$ cat src/rtl/spi_txn_arbiter_pkg.sv
// Shared definitions for the SPI transaction arbiter.
//   - 3-bit state encodings and the state_t enum built on them
//   - requester index constants (SD card reader, MP3 decoder)
package spi_txn_arbiter_pkg;

  localparam logic [2:0] ST_IDLE    = 3'd0;
  localparam logic [2:0] ST_SETUP   = 3'd1;
  localparam logic [2:0] ST_ISSUE   = 3'd2;
  localparam logic [2:0] ST_WAIT    = 3'd3;
  localparam logic [2:0] ST_HOLD    = 3'd4;
  localparam logic [2:0] ST_RELEASE = 3'd5;

  typedef enum logic [2:0] {
    S_IDLE    = ST_IDLE,
    S_SETUP   = ST_SETUP,
    S_ISSUE   = ST_ISSUE,
    S_WAIT    = ST_WAIT,
    S_HOLD    = ST_HOLD,
    S_RELEASE = ST_RELEASE
  } state_t;

  localparam int REQ_SD  = 0;
  localparam int REQ_MP3 = 1;

endpackage

$ cat src/rtl/spi_txn_arbiter_if.sv
// Bus bundle between the two requesters, the byte engine and the arbiter.
//   master modport: requester/engine side (drives req, len, tx_byte, eng_rx, eng_done)
//   slave modport : arbiter side (drives grant, cs_n, tx_take, rx_*, txn_done, eng_go, eng_tx)
//
// Handshake semantics (all single-cycle pulses are sampled on the rising edge):
//   req[i] is a level; the arbiter answers with grant[i], which stays high up to
//   and including the txn_done[i] pulse. tx_take[i] pulses in the same cycle as
//   eng_go and means tx_byte[i] was consumed; the requester then presents the
//   next byte. rx_valid[i] pulses for exactly one cycle with rx_byte. eng_go is a
//   one-cycle start with eng_tx valid; eng_done is a one-cycle completion with
//   eng_rx valid and is only honoured while a byte is outstanding.
interface spi_txn_arbiter_if #(parameter int LEN_W = 9);
  logic [1:0]         req;
  logic [2*LEN_W-1:0] len;
  logic [15:0]        tx_byte;
  logic [1:0]         tx_take;
  logic [7:0]         rx_byte;
  logic [1:0]         rx_valid;
  logic [1:0]         grant;
  logic [1:0]         txn_done;
  logic [1:0]         cs_n;
  logic               eng_go;
  logic [7:0]         eng_tx;
  logic [7:0]         eng_rx;
  logic               eng_done;

  modport master (
    output req, len, tx_byte, eng_rx, eng_done,
    input  tx_take, rx_byte, rx_valid, grant, txn_done, cs_n, eng_go, eng_tx
  );

  modport slave (
    input  req, len, tx_byte, eng_rx, eng_done,
    output tx_take, rx_byte, rx_valid, grant, txn_done, cs_n, eng_go, eng_tx
  );
endinterface

$ cat src/rtl/spi_rr_arb2.sv
// Two-way round-robin picker (combinational).
//   req  : requests, one bit per requester
//   last : index of the requester served most recently
//   gnt  : one-hot pick, zero when nobody requests
// The requester that was not served last has priority.
module spi_rr_arb2
  import spi_txn_arbiter_pkg::*;
(
  input  logic [1:0] req,
  input  logic       last,
  output logic [1:0] gnt
);

  always_comb begin
    gnt = 2'b00;
    if (last) begin
      if (req[REQ_SD])       gnt[REQ_SD]  = 1'b1;
      else if (req[REQ_MP3]) gnt[REQ_MP3] = 1'b1;
    end else begin
      if (req[REQ_MP3])      gnt[REQ_MP3] = 1'b1;
      else if (req[REQ_SD])  gnt[REQ_SD]  = 1'b1;
    end
  end

endmodule

$ cat src/rtl/spi_txn_arbiter.sv
// Shares one SPI byte engine between the SD reader and the MP3 decoder.
// Grants round-robin, owns both chip selects, and runs each multi-byte
// transaction as back-to-back engine operations framed by CS setup/hold gaps.
//   clk, rst  : clock, synchronous active-low reset
//   bus       : arbiter side of spi_txn_arbiter_if (requesters + byte engine)
//   fsm_state : current FSM state, for observation
module spi_txn_arbiter
  import spi_txn_arbiter_pkg::*;
#(
  parameter int LEN_W    = 9,
  parameter int CS_SETUP = 2,
  parameter int CS_HOLD  = 2
) (
  input  logic                clk,
  input  logic                rst,
  spi_txn_arbiter_if.slave    bus,
  output state_t              fsm_state
);

  localparam int CNT_W = 8;

  state_t           state;
  logic             last;
  logic             g;
  logic [LEN_W-1:0] remaining;
  logic [CNT_W-1:0] cnt;
  logic [1:0]       pick;
  logic [LEN_W-1:0] pick_len;
  logic [7:0]       sel_tx;

  spi_rr_arb2 u_arb (
    .req  (bus.req),
    .last (last),
    .gnt  (pick)
  );

  assign pick_len  = pick[REQ_MP3] ? bus.len[2*LEN_W-1:LEN_W] : bus.len[LEN_W-1:0];
  assign sel_tx    = g ? bus.tx_byte[15:8] : bus.tx_byte[7:0];
  assign fsm_state = state;

  always_ff @(posedge clk) begin
    if (!rst) begin
      state         <= S_IDLE;
      last          <= 1'b1;
      g             <= 1'b0;
      remaining     <= '0;
      cnt           <= '0;
      bus.cs_n      <= 2'b11;
      bus.grant     <= 2'b00;
      bus.eng_go    <= 1'b0;
      bus.eng_tx    <= 8'h00;
      bus.tx_take   <= 2'b00;
      bus.rx_valid  <= 2'b00;
      bus.txn_done  <= 2'b00;
      bus.rx_byte   <= 8'h00;
    end else begin
      // Pulse outputs default low; states below raise them for one cycle.
      bus.eng_go   <= 1'b0;
      bus.tx_take  <= 2'b00;
      bus.rx_valid <= 2'b00;
      bus.txn_done <= 2'b00;

      case (state)
        S_IDLE: begin
          // A zero-length grant leaves grant high for the txn_done cycle;
          // drop it here before arbitrating again.
          if (|bus.grant) begin
            bus.grant <= 2'b00;
          end else if (|pick) begin
            g         <= pick[REQ_MP3];
            last      <= pick[REQ_MP3];
            bus.grant <= pick;
            if (pick_len == '0) begin
              bus.txn_done <= pick;
            end else begin
              remaining <= pick_len;
              bus.cs_n  <= ~pick;
              cnt       <= CNT_W'(CS_SETUP - 1);
              state     <= S_SETUP;
            end
          end
        end

        // eng_go is registered on entry to ISSUE so it is high while in ISSUE.
        S_SETUP: begin
          if (cnt == '0) begin
            state       <= S_ISSUE;
            bus.eng_go  <= 1'b1;
            bus.eng_tx  <= sel_tx;
            bus.tx_take <= bus.grant;
          end else begin
            cnt <= cnt - 1'b1;
          end
        end

        S_ISSUE: state <= S_WAIT;

        S_WAIT: begin
          if (bus.eng_done) begin
            bus.rx_byte  <= bus.eng_rx;
            bus.rx_valid <= bus.grant;
            remaining    <= remaining - 1'b1;
            if (remaining == LEN_W'(1)) begin
              cnt   <= CNT_W'(CS_HOLD - 1);
              state <= S_HOLD;
            end else begin
              state       <= S_ISSUE;
              bus.eng_go  <= 1'b1;
              bus.eng_tx  <= sel_tx;
              bus.tx_take <= bus.grant;
            end
          end
        end

        S_HOLD: begin
          if (cnt == '0) begin
            bus.cs_n     <= 2'b11;
            bus.txn_done <= bus.grant;
            state        <= S_RELEASE;
          end else begin
            cnt <= cnt - 1'b1;
          end
        end

        S_RELEASE: begin
          bus.grant <= 2'b00;
          state     <= S_IDLE;
        end

        default: state <= S_IDLE;
      endcase
    end
  end

endmodule

$ cat src/flat_wrapper.sv
// flat-port wrapper written by rule: the top's interface ports become plain ports
module spi_txn_arbiter_flat import spi_txn_arbiter_pkg::*;
#(
  parameter int LEN_W    = 9,
  parameter int CS_SETUP = 2,
  parameter int CS_HOLD  = 2
)
  (clk, rst, fsm_state, bus_req, bus_len, bus_tx_byte, bus_eng_rx, bus_eng_done, bus_tx_take, bus_rx_byte, bus_rx_valid, bus_grant, bus_txn_done, bus_cs_n, bus_eng_go, bus_eng_tx);
  spi_txn_arbiter_if #(.LEN_W(LEN_W)) bus_i ();
  input  logic clk;
  input  logic rst;
  output state_t fsm_state;
  input wire logic [$bits(bus_i.req)-1:0] bus_req;
  input wire logic [$bits(bus_i.len)-1:0] bus_len;
  input wire logic [$bits(bus_i.tx_byte)-1:0] bus_tx_byte;
  input wire logic [$bits(bus_i.eng_rx)-1:0] bus_eng_rx;
  input wire logic [$bits(bus_i.eng_done)-1:0] bus_eng_done;
  output wire logic [$bits(bus_i.tx_take)-1:0] bus_tx_take;
  output wire logic [$bits(bus_i.rx_byte)-1:0] bus_rx_byte;
  output wire logic [$bits(bus_i.rx_valid)-1:0] bus_rx_valid;
  output wire logic [$bits(bus_i.grant)-1:0] bus_grant;
  output wire logic [$bits(bus_i.txn_done)-1:0] bus_txn_done;
  output wire logic [$bits(bus_i.cs_n)-1:0] bus_cs_n;
  output wire logic [$bits(bus_i.eng_go)-1:0] bus_eng_go;
  output wire logic [$bits(bus_i.eng_tx)-1:0] bus_eng_tx;
  assign bus_i.req = bus_req;
  assign bus_i.len = bus_len;
  assign bus_i.tx_byte = bus_tx_byte;
  assign bus_i.eng_rx = bus_eng_rx;
  assign bus_i.eng_done = bus_eng_done;
  assign bus_tx_take = bus_i.tx_take;
  assign bus_rx_byte = bus_i.rx_byte;
  assign bus_rx_valid = bus_i.rx_valid;
  assign bus_grant = bus_i.grant;
  assign bus_txn_done = bus_i.txn_done;
  assign bus_cs_n = bus_i.cs_n;
  assign bus_eng_go = bus_i.eng_go;
  assign bus_eng_tx = bus_i.eng_tx;
  spi_txn_arbiter #(.LEN_W(LEN_W), .CS_SETUP(CS_SETUP), .CS_HOLD(CS_HOLD)) u_core (.clk(clk), .rst(rst), .bus(bus_i), .fsm_state(fsm_state));
endmodule
$ cat config.mk
export PLATFORM = sky130hd
export DESIGN_NAME = spi_txn_arbiter_flat
export DESIGN_NICKNAME = d
export VERILOG_FILES = /design/src/rtl/spi_txn_arbiter_pkg.sv /design/src/rtl/spi_txn_arbiter_if.sv /design/src/rtl/spi_rr_arb2.sv /design/src/rtl/spi_txn_arbiter.sv /design/src/flat_wrapper.sv
export SDC_FILE = /design/constraint.sdc
export NUM_CORES = 1
export LEC_CHECK = 0
export ABC_AREA = 1
export CELL_PAD_IN_SITES_DETAIL_PLACEMENT = 1
export CELL_PAD_IN_SITES_GLOBAL_PLACEMENT = 2
export CORE_AREA = 5 5 96 98
export DETAILED_ROUTE_END_ITERATION = 8
export DIE_AREA = 0 0 101 103
export DONT_BUFFER_PORTS = 1
export PLACE_DENSITY = 0.89
export SETUP_SLACK_MARGIN = 0.5
export SLEW_MARGIN = 30
export SYNTH_ARGS = -nofsm -noshare
export SYNTH_HDL_FRONTEND = slang
export SYNTH_SLANG_ARGS = --single-unit
$ cat constraint.sdc
create_clock -name clk -period 2.1 [get_ports clk]
set_input_delay 0.525 -clock clk [delete_from_list [all_inputs] [get_ports clk]]
set_output_delay 0.525 -clock clk [all_outputs]
set_load 0.01 [all_outputs]
==> impl_metrics.csv <==
group,metric,value,unit
status,status,"finished clean",
layout,nFillCells,1056,
layout,final_net_count,489,
power_and_ir_drop,pwr-share-seq,29.5,%
die,die_w,101,um
power_and_ir_drop,ir_drop,487,uV
detailed_routing,post_drt_wl_per_cell,17.6,um
synthesis,netlist_area,2670,sq um
worst_setup_path,worstSetupPathType,"flop to flop",
timing,tns,0,ns
clock_tree,insertion_delay,0.31,ns
synthesis,synth_top_area_cell,"dfxtp_1",
global_routing,grt_max_degree,26,
timing,finalHoldViolations,0,
clock_tree,cts-hold-fix-buffers,0,
synthesis,ys_seq_elements,49,
detailed_routing,wirelength,9.67,mm
synthesis,yosys-top-cells-area,"dfxtp_1, nand2_1, nand3_1",
clock_tree,cts_buffers,5,
synthesis,ys_seq_area_share,36.8,%
synthesis,netlist_instances,403,
worst_setup_path,required,2.30,ns
synthesis,yosys.cell_types.count,33,
detailed_routing,vias_per_cell,5.19,
global_routing,grt_pass1_wl,14.9,mm
power_and_ir_drop,switching_power,0.00247,W
clock_tree,clockBufferDepth,2,
worst_setup_path,end_kind,"flop",
die,dieArea,10400,sq um
detailed_routing,vias,2843,
timing,slew_headroom,61.9,%
timing,clock_skew,0.00916,ns
die,num_rows,34,
timing,rsz0062_at_grt,"yes",
worst_setup_path,crit_path_start_kind,"flop",
timing,period_needed,1.73,ns
layout,stdcell_area,3650,sq um
detailed_routing,ant_nets,0,
power_and_ir_drop,clock_power_share,12.5,%
timing,fmax,0.579,GHz
detailed_routing,drt-pass1-iter-count,4,
power_and_ir_drop,p_leak,1.56,nW
global_routing,antenna_found_initial,0,
layout,final_cell_mix,"nand2_1, dfxtp_1, nand3_1",
timing,fin_crit_sh,82.2,%
timing,setup_viol,0,
global_routing,grt_pass1_vias,2931,
synthesis,synth_top_area_share,36.8,%
die,start_util,31.8,%
global_routing,track_usage,17.9,%
global_routing,grt-ovfl-total,0,
layout,final_common_cell,"nand2_1",
timing,drv_slew,0,
layout,areaGrowthSynthToFinish,36.9,%
layout,drive_gt1_share,33.6,%
placement,place_area,2860,sq um
synthesis,synth_nets,453,
synthesis,synth.avg_cell_area,6.61,sq um
die,core_area,8380,sq um
die,io_pins,77,
clock_tree,clock-sinks,49,
worst_setup_path,crit_arrival,1.93,ns
power_and_ir_drop,internal-power,0.00261,W
power_and_ir_drop,switching_share,48.6,%
timing,tightestPinTransition,0.568,ns
clock_tree,tritoncts,"done",
placement,dp_hpwl,6.08,mm
detailed_routing,drt_iter0_drc,94,
placement,numPortBuffers,0,
clock_tree,cts_root_buffer,"clkbuf_8",
placement,place.gp.congestion,0.821,
power_and_ir_drop,pwr-share-comb,57.9,%
die,die_h,103,um
power_and_ir_drop,power_density,1390,nW/um^2
layout,num_antenna_cells,0,
clock_tree,htreeDepth,2,
worst_hold_path,hold_class,"input port to flop",
detailed_routing,remaining_drc_errors,0,
clock_tree,path_clk_slew,0.10,ns
synthesis,ys_warn_count,0,
worst_setup_path,cp_max_fo,6,
job,maxCapViolCount,0,
-- synth_stat cells --
library cell / n
dfxtp_1: 49
nand3_1: 37
or2_1: 1
o21ai_0: 23
nand4_1: 3
nand2_1: 105
o21ai_1: 2
nor3_1: 7
nand4_2: 1
ha_1: 3
a21oi_1: 36
nand3b_1: 8
clkbuf_1: 6
nor2_4: 1
xor2_1: 2
buf_2: 5
and3_1: 1
nor2_8: 1
buf_6: 1
buf_1: 1
nand2_2: 2
o31ai_1: 2
inv_1: 36
mux2i_1: 8
inv_4: 1
o21a_1: 1
a2bb2oi_1: 1
nor2_2: 5
or2_2: 2
nor2_1: 45
inv_2: 5
buf_4: 1
a21boi_0: 1
-- layer usage --
| layer | global-route usage [%] | routed length [um] | vias up |
|---|---|---|---|
| li1 | - | - | 1390 |
| met1 | 21.7 | 4130 | 1353 |
| met2 | 30.5 | 4700 | 82 |
| met3 | 5.95 | 644 | 18 |
| met4 | 4.81 | 198 | 0 |
| met5 | 0 | 0 | - |
-- power groups by stage --
stage / logic, W / registers (W) / clock network (W)
after global placement: 0.00195 / 0.00145 / 0
final: 0.00294 / 0.00150 / 0.000635
after global routing: 0.00320 / 0.00154 / 0.000700
after detailed placement: 0.00204 / 0.00146 / 0
after CTS: 0.00256 / 0.00149 / 0.000657
after floorplan: 0.00167 / 0.00138 / 0
-- cell type report --
cell class              count  area [sq um]  share of cell area (%)
flip-flops and latches     49          1000                    27.5
well taps                 108           135                    3.70
inverters                  42           181                    4.97
clock buffers               6          82.6                    2.26
multi-input cells         303          1880                    51.6
repair buffers             38           347                    9.50
clock inverters             2          17.5                   0.480
-- state kept, by name, summed over array words and instances (netlist names), 2 cells and up --
signal               cells
u_core.fsm_state         3
u_core.bus.grant         2
u_core.cnt               8
u_core.bus.rx_valid      2
u_core.bus.eng_tx        8
u_core.bus.txn_done      2
u_core.bus.rx_byte       8
u_core.bus.tx_take       2
u_core.remaining         9
u_core.bus.cs_n          2
-- through the flow --
step	hold WS [ns]	instances	worst slack [ns]	power [W]	util [%]
2_1_floorplan	0.440	403	0.387	0.00305	-
3_3_place_gp	0.452	503	0.168	0.00340	34.1
3_5_place_dp	0.466	503	0.0879	0.00350	34.1
4_1_cts	0.290	537	0.428	0.00470	40.5
5_1_grt	0.294	548	0.289	0.00544	43.5
6_report	0.299	548	0.373	0.00507	43.5
-- final timing paths --
check	startpoint	end	slack, ns	cells after the start
max	u_core.fsm_state[1]	u_core.cnt[5]	0.37	11
min	rst	u_core.last	0.30	1
max reg2reg	u_core.fsm_state[1]	u_core.cnt[5]	0.37	11
min reg2reg	u_core.cnt[1]	u_core.cnt[1]	0.48	2
-- critical path: stages, from the launching register on --
cell and delay [ns]:
dfxtp_4 0.44, clkinvlp_4 0.13, buf_6 0.14, nor2_8 0.16, inv_8 0.03, or2_4 0.26
nand2_8 0.09, nor2_4 0.07, nand2_4 0.12, nand2_2 0.07, nand2_1 0.07, nor2_1 0.04
-- cells by family (layout without fill, tap and decap cells) --
family / after synthesis / in the layout / share of synthesized area [%]
AO/OA/AOI/OAI: 66 / 66 / 12.9
AND/OR/NAND/NOR: 219 / 224 / 36.6
adder cells (fa/ha/maj): 3 / 3 / 1.41
buffers and inverters: 56 / 88 / 8.64
flip-flops: 49 / 49 / 36.8
XOR/XNOR: 2 / 2 / 0.657
multiplexers: 8 / 8 / 3.00
-- timing repair --
| item | in CTS | in global routing |
|---|---|---|
| cloned | 5 | 1 |
| pin swaps | 27 | 33 |
| gates resized for setup | 71 | 44 |
| setup endpoints to repair | 47 | 45 |
| setup buffers | 21 | 10 |
Note: power is estimated with default switching activity, not from simulation.
